File: src/rtl/ppu_palette.sv
// PPU palette stage: 32x6 palette RAM with hardware backdrop mirroring and a CPU window.
// The render lookup takes two stages. Define PPU_PAL_GREYSCALE_EN to honour PPUMASK greyscale.
module ppu_palette (
  input  logic       clk,
  input  logic       reset,
  input  logic [4:0] pixel,
  input  logic [9:0] x_idx,
  input  logic [9:0] scanline,
  input  logic       rendering_en,
  input  logic       greyscale,
  input  logic       pal_we,
  input  logic       pal_re,
  input  logic [4:0] pal_addr,
  input  logic [7:0] pal_data_in,
  output logic [7:0] pal_data_out,
  output logic [5:0] color_idx,
  output logic       color_valid
);
  localparam int STAGES = 2;

  logic [5:0]        ram [32];
  logic [4:0]        s1_addr;
  logic [STAGES:1]   vld_pipe;
  logic              visible;
  logic [4:0]        lookup_addr;
  logic [4:0]        cpu_addr;

  // Sprite entries x0/x4/x8/xC alias the background entries.
  function automatic logic [4:0] mirror(input logic [4:0] a);
    return (a[4] && (a[1:0] == 2'b00)) ? {1'b0, a[3:0]} : a;
  endfunction

  assign visible     = (x_idx < 10'd256) && (scanline < 10'd240);
  assign lookup_addr = (visible && rendering_en && (pixel[1:0] != 2'b00)) ? mirror(pixel) : 5'h00;
  assign cpu_addr    = mirror(pal_addr);

  always_ff @(posedge clk) begin
    if (reset) begin
      for (int i = 0; i < 32; i++) ram[i] <= '0;
    end else if (pal_we) begin
      ram[cpu_addr] <= pal_data_in[5:0];
    end
  end

  // RAM reads below see pre-edge contents, giving read-before-write on collisions.
  always_ff @(posedge clk) begin
    if (reset) begin
      pal_data_out <= '0;
    end else if (pal_re) begin
      pal_data_out <= {2'b00, ram[cpu_addr]};
    end
  end

`ifdef PPU_PAL_GREYSCALE_EN
  logic [5:0] grey_mask;
  assign grey_mask = greyscale ? 6'h30 : 6'h3F;
`endif

  always_ff @(posedge clk) begin
    if (reset) begin
      s1_addr   <= '0;
      vld_pipe  <= '0;
      color_idx <= '0;
    end else begin
      s1_addr   <= lookup_addr;
      vld_pipe  <= {vld_pipe[STAGES-1:1], visible};
`ifdef PPU_PAL_GREYSCALE_EN
      color_idx <= ram[s1_addr] & grey_mask;
`else
      color_idx <= ram[s1_addr];
`endif
    end
  end

  assign color_valid = vld_pipe[STAGES];

`ifdef PPU_PAL_GREYSCALE_EN
  logic unused_ok;
  assign unused_ok = &{1'b0, pal_data_in[7:6]};
`else
  logic unused_ok;
  assign unused_ok = &{1'b0, pal_data_in[7:6], greyscale};
`endif

endmodule

File: config.mk
export PLATFORM = sky130hd
export DESIGN_NAME = ppu_palette
export DESIGN_NICKNAME = d
export VERILOG_FILES = /design/src/rtl/ppu_palette.sv
export SDC_FILE = /design/constraint.sdc
export NUM_CORES = 1
export LEC_CHECK = 0
export CAP_MARGIN = 10
export CELL_PAD_IN_SITES_DETAIL_PLACEMENT = 0
export CELL_PAD_IN_SITES_GLOBAL_PLACEMENT = 1
export CORE_UTILIZATION = 45
export CTS_CLUSTER_SIZE = 10
export DETAILED_ROUTE_END_ITERATION = 7
export PLACE_DENSITY_LB_ADDON = 0.1
export SLEW_MARGIN = 20
export SYNTH_ARGS = -nofsm -noshare
export SYNTH_HDL_FRONTEND = slang
export SYNTH_SLANG_ARGS = --single-unit
File: constraint.sdc
create_clock -name clk -period 2.2 [get_ports clk]
set_input_delay 0.44 -clock clk [delete_from_list [all_inputs] [get_ports clk]]
set_output_delay 0.44 -clock clk [all_outputs]
set_load 0.01 [all_outputs]
==> impl_metrics.ini, run 1 <==
[status]
status = completed

[setup_path]
rrSetupSlack_ps = 70
cp_slowest_cell = a2111oi_1
critPathMaxFanout = 12
cp-endpoint = color_idx[3]
path_buf_inv = 2
crit_start = s1_addr[0]
startpoint_type = flop
regToRegStartpoint = s1_addr[0]
crit_path_max_incr_delay_ps = 640
crit_chain = buf_12 -> mux4_1 -> mux4_2 -> inv_1 -> a2111oi_1
endpoint_kind = flop
critPathKind = reg -> reg
reg2reg_depth = 5
cp.depth = 5
rr_endpoint = color_idx[3]
required_ps = 2550
crit_arrival_ps = 2480
cp_top_family = multiplexers

[routing]
drtAntennaViolNets = 0
vias = 7053
wl_per_cell_microns = 25.3
drt_wl_total_microns = 30900
drc = 0
drt-vias-per-instance = 5.78
first_iter_violations = 581
firstDrtPassIters = 5

[clocking]
ctsResizeCount = 0
clk_pin_slew_ps = 60
cts_sinks = 211
clock-root-buffer = clkbuf_16
postCtsSetupBuffers = 0
cts_tree = done
cts_hold_buf = 0
numCtsBuffers = 25
clock_latency_ps = 520
htreeDepth = 1
clock_path_buffers = 3

[floorplan]
die_y_microns = 159
boundaryPins = 59
rows = 56
dieArea_sq_um = 25200
initial_core_util_pct = 46.5
die_w_microns = 159
core_sq_um = 23800

[grt]
grt_max_degree = 59
grt_pass1_vias = 7203
overflow = 0
grt_util_all_layers_pct = 25.6
grt_pass1_wl_microns = 45800
antenna_found_initial = 0

[finish]
areaGrowthSynthToFinish_pct = 19.5
nets = 927
seq_area_sq_um = 6150
finalInstanceArea_sq_um = 13200
utilization_pct = 55.5
fillers = 1940
finalNonFillerCells = 1220
multi_input_area_sq_um = 4640
drive_gt1_share_pct = 22.3
antenna_cells = 0

[logic_synthesis]
synth.cell_area_sq_um = 11000
synthTopCellsByCount = edfxtp_1 (192), and2_1 (173), mux4_2 (58)
async_flop_share_pct = 0
synthTopCellsByArea = edfxtp_1 (52%), mux4_2 (12%), and2_1 (9.8%), mux4_1 (4.5%), dfxtp_1 (3.4%)
synth_area_leader_cell = edfxtp_1
ys_seq_area_share_pct = 55.7
synthCells = 757
yosys_warnings = 0
ys_types = 51
synth_top_area_share_pct = 52.2
synth.most_common_cell = edfxtp_1
syn_area_per_cell_sq_um = 14.6
ys_seq_elements = 211
synth_edf_count = 192
ys.flop_type = edfxtp_1

[sta]
maxSlewHeadroom_pct = 56.9
fin_crit_sh_pct = 96.7
finClkSkew_ps = 7.76
setup_ws_ps = 72.1
totalNegativeSetupSlack_ps = 0
fin_crit_ps = 2130
fmax_mhz = 470
hold_ws_ps = 424
maxSlewViolCount = 0
hold_viol = 0
setup_viol_count_final = 0
rsz0062_at_grt = false
tightest_slew_ps = 645

[power_and_ir_drop]
p_seq_share_pct = 50.4
total_power_mw = 9.39
p_sw_mw = 2.20
power.density_nw_per_um2 = 712
swShare_pct = 23.4
pwr-share-clk_pct = 39.7
p_leak_nw = 4.65
intPower_mw = 7.19
pwr-share-comb_pct = 9.9
ir_drop_uv = 590

[placed_design]
place_worst_setup_slack_ps = -202
port_buffers = 41
dp.cells = 1175
gp_congestion = 0.874
place_area_sq_um = 12500
dpl.hpwl_microns = 21700

[hold_path]
hold_class = in -> reg

[job]
cap_violations = 0
-- metal layers --
layer	routed length [microns]	track usage (%)	vias to the layer above	share of wire, %
met3	2230	4.93	48	7.2
li1	-	-	3154	-
met2	14800	42.5	253	48
met1	13100	34.4	3598	42
met4	786	7.05	0	2.5
met5	0	0	-	0
-- how the worst min path moves through the flow --
stage	end	cells after the start	start
2_1_floorplan	vld_pipe[2]	1	vld_pipe[1]
5_1_grt	ram[16][0]	2	reset
4_1_cts	ram[16][0]	2	reset
3_5_place_dp	vld_pipe[2]	1	vld_pipe[1]
3_3_place_gp	vld_pipe[2]	1	vld_pipe[1]
6_report	ram[16][0]	2	reset
-- placed cells by master, fill, tap and decap left out, types with 24 or more instances in the layout --
| master | instances |
|---|---|
| conb_1 | 26 |
| nor2_1 | 31 |
| mux4_2 | 59 |
| mux2_1 | 24 |
| clkdlybuf4s50_1 | 38 |
| and2_1 | 173 |
| or2_1 | 29 |
| clkbuf_16 | 25 |
| buf_4 | 82 |
| edfxtp_1 | 192 |
-- power groups by stage --
| stage | Sequential (mW) | Combinational (mW) | Clock, mW |
|---|---|---|---|
| after floorplan | 4.75 | 0.508 | 0 |
| after global placement | 4.80 | 0.904 | 0 |
| after detailed placement | 4.81 | 0.917 | 0 |
| after CTS | 4.73 | 0.922 | 3.80 |
| after global routing | 4.75 | 0.982 | 3.95 |
| final | 4.73 | 0.925 | 3.73 |
-- layout make-up --
class	count	share of cell area, %
Sequential cell	211	46.6
Multi-Input combinational cell	502	35.2
Timing Repair Buffer	136	9.57
Clock buffer	44	5.36
Tap cell	319	3.03
Inverter	7	0.199
Clock inverter	1	0.0379
-- sequential cells by signal (all words and copies together) (netlist names) --
register and cells:
pal_data_out 6, color_idx 6, ram 192, vld_pipe 2, s1_addr 5
-- cells by family after synthesis --
family                 Yosys count  synth area share (%)
AOI/OAI and AO/OA               72                  5.52
buffers and inverters           69                  3.23
muxes                          102                  18.9
other                            1                0.0340
and+or+nand+nor                302                  16.7
DFF                            211                  55.7
(Power assumes the default switching activity.)
==> inputs of run 2 (changes only) <==
- CTS_BUF_LIST: default -> sky130_fd_sc_hd__clkbuf_16
==> run 2 against run 1 <==
Net effect: power down 1.2%; global-route usage is essentially flat; worst setup slack got worse by 2.7 ps; sequential share of layout area barely moved; non-clock buffer count did not move; die area is the same; final area hardly changed; critical path depth unchanged; count of clock-buffer cells in the layout decreased by 19; critical path type unchanged; largest power group unchanged; highest routed layer unchanged.
==> impl_metrics.ini, run 2 (synthesis results as in run 1) <==
[setup_path]
path_buf_inv = 2
crit_path_max_incr_delay_ps = 640
crit_chain = buf_12 -> mux4_1 -> mux4_2 -> inv_1 -> a2111oi_1
startpoint_type = flop
cp_slowest_cell = a2111oi_1
cp_top_family = multiplexers
endpoint_kind = flop
critPathMaxFanout = 12
critPathKind = reg -> reg
crit_arrival_ps = 2480
required_ps = 2550

[finish]
areaGrowthSynthToFinish_pct = 19.4
largest_register_ff_count = 192
finalNonFillerCells = 1220
fillers = 1941
top_register = ram
antenna_cells = 0
drive_gt1_share_pct = 22.2
final_cell_mix = edfxtp_1 (192), and2_1 (173), buf_4 (82), mux4_2 (59), clkdlybuf4s50_1 (38)
layout_commonest_cell = edfxtp_1
nets = 927
reg.largest.list = ram: 192 flops, color_idx: 6 flops, pal_data_out: 6 flops
finalInstanceArea_sq_um = 13200

[routing]
first_iter_violations = 583
drt_wl_total_microns = 30900
drc = 0
vias = 7058
drt-vias-per-instance = 5.79
firstDrtPassIters = 5
wl_per_cell_microns = 25.3
drtAntennaViolNets = 0

[sta]
rsz0062_at_grt = false
maxSlewViolCount = 0
setup_viol_count_final = 0
fin_crit_ps = 2130
hold_viol = 0
fmax_mhz = 469
tightest_slew_ps = 651
hold_ws_ps = 422
maxSlewHeadroom_pct = 56.5
finClkSkew_ps = 7.56
setup_ws_ps = 69.4
fin_crit_sh_pct = 96.8

[power_and_ir_drop]
power.density_nw_per_um2 = 704
p_leak_nw = 4.72
total_power_mw = 9.27
ir_drop_uv = 591

[placed_design]
dpl.hpwl_microns = 21700
place_area_sq_um = 12500
dp.cells = 1175
gp_congestion = 0.874
port_buffers = 41
place_worst_setup_slack_ps = -202

[floorplan]
die_y_microns = 159
dieArea_sq_um = 25200
die_w_microns = 159
initial_core_util_pct = 46.5
rows = 56
core_sq_um = 23800
boundaryPins = 59

[clocking]
clk_pin_slew_ps = 60
clock-root-buffer = clkbuf_16
htreeDepth = 1
postCtsSetupBuffers = 0
clock_path_buffers = 3
cts_sinks = 211
cts_tree = done
clock_latency_ps = 520
numCtsBuffers = 25

[grt]
antenna_found_initial = 0
overflow = 0
grt_pass1_wl_microns = 45900
grt_max_degree = 59
grt_pass1_vias = 7208
grt_util_all_layers_pct = 25.7

[hold_path]
hold_class = in -> reg

[job]
cap_violations = 0

[status]
status = completed
-- run 2: cell count changes in the layout (fill, tap and decap cells not counted), sizes merged --
cell    delta
clkbuf    -19
clkinv     +1
inv       +18
-- run 2: repair_timing --
| item | CTS | global route |
|---|---|---|
| hold buffers | 0 | 0 |
| setup endpoints to repair | 0 | 5 |
| gates resized for setup | 0 | 8 |
| endpoints found under the hold margin | 0 | 0 |
-- run 2: area by class of cell --
class                      instances  area, sq um  area share (%)
sequential                       211         6150            46.7
multi-input combinational        502         4640            35.2
timing repair buffer             136         1260            9.58
clock buffer                      25          626            4.75
tap                              319          399            3.03
clock inverter                    20         76.3           0.579
inverter                           7         26.3           0.199
-- run 2: layer usage --
metal	wire [microns]	GRT usage (%)
met5	0	0
met4	734	7.05
met3	2370	4.93
met2	14900	42.6
met1	12900	34.5
-- run 2: report_power, final --
part | switching (mW) | total, mW | internal, mW
clock | 1.58 | 3.61 | 2.03
combinational | 0.492 | 0.926 | 0.434
sequential | 0.129 | 4.73 | 4.60
-- run 2: metrics by stage --
step	setup TNS [ps]	utilization, %
after floorplan	0	-
after global placement	-17250	52.5
after detailed placement	-16760	52.5
after CTS	0	55.4
after global routing	0	55.5
final	0	55.5
-- run 2: final timing paths --
path,end,depth (start not counted),slack (ps),startpoint
max reg2reg,color_idx[3],5,70,s1_addr[0]
min reg2reg,vld_pipe[2],1,480,vld_pipe[1]
min,ram[16][0],2,420,reset
max,color_idx[3],5,70,s1_addr[0]
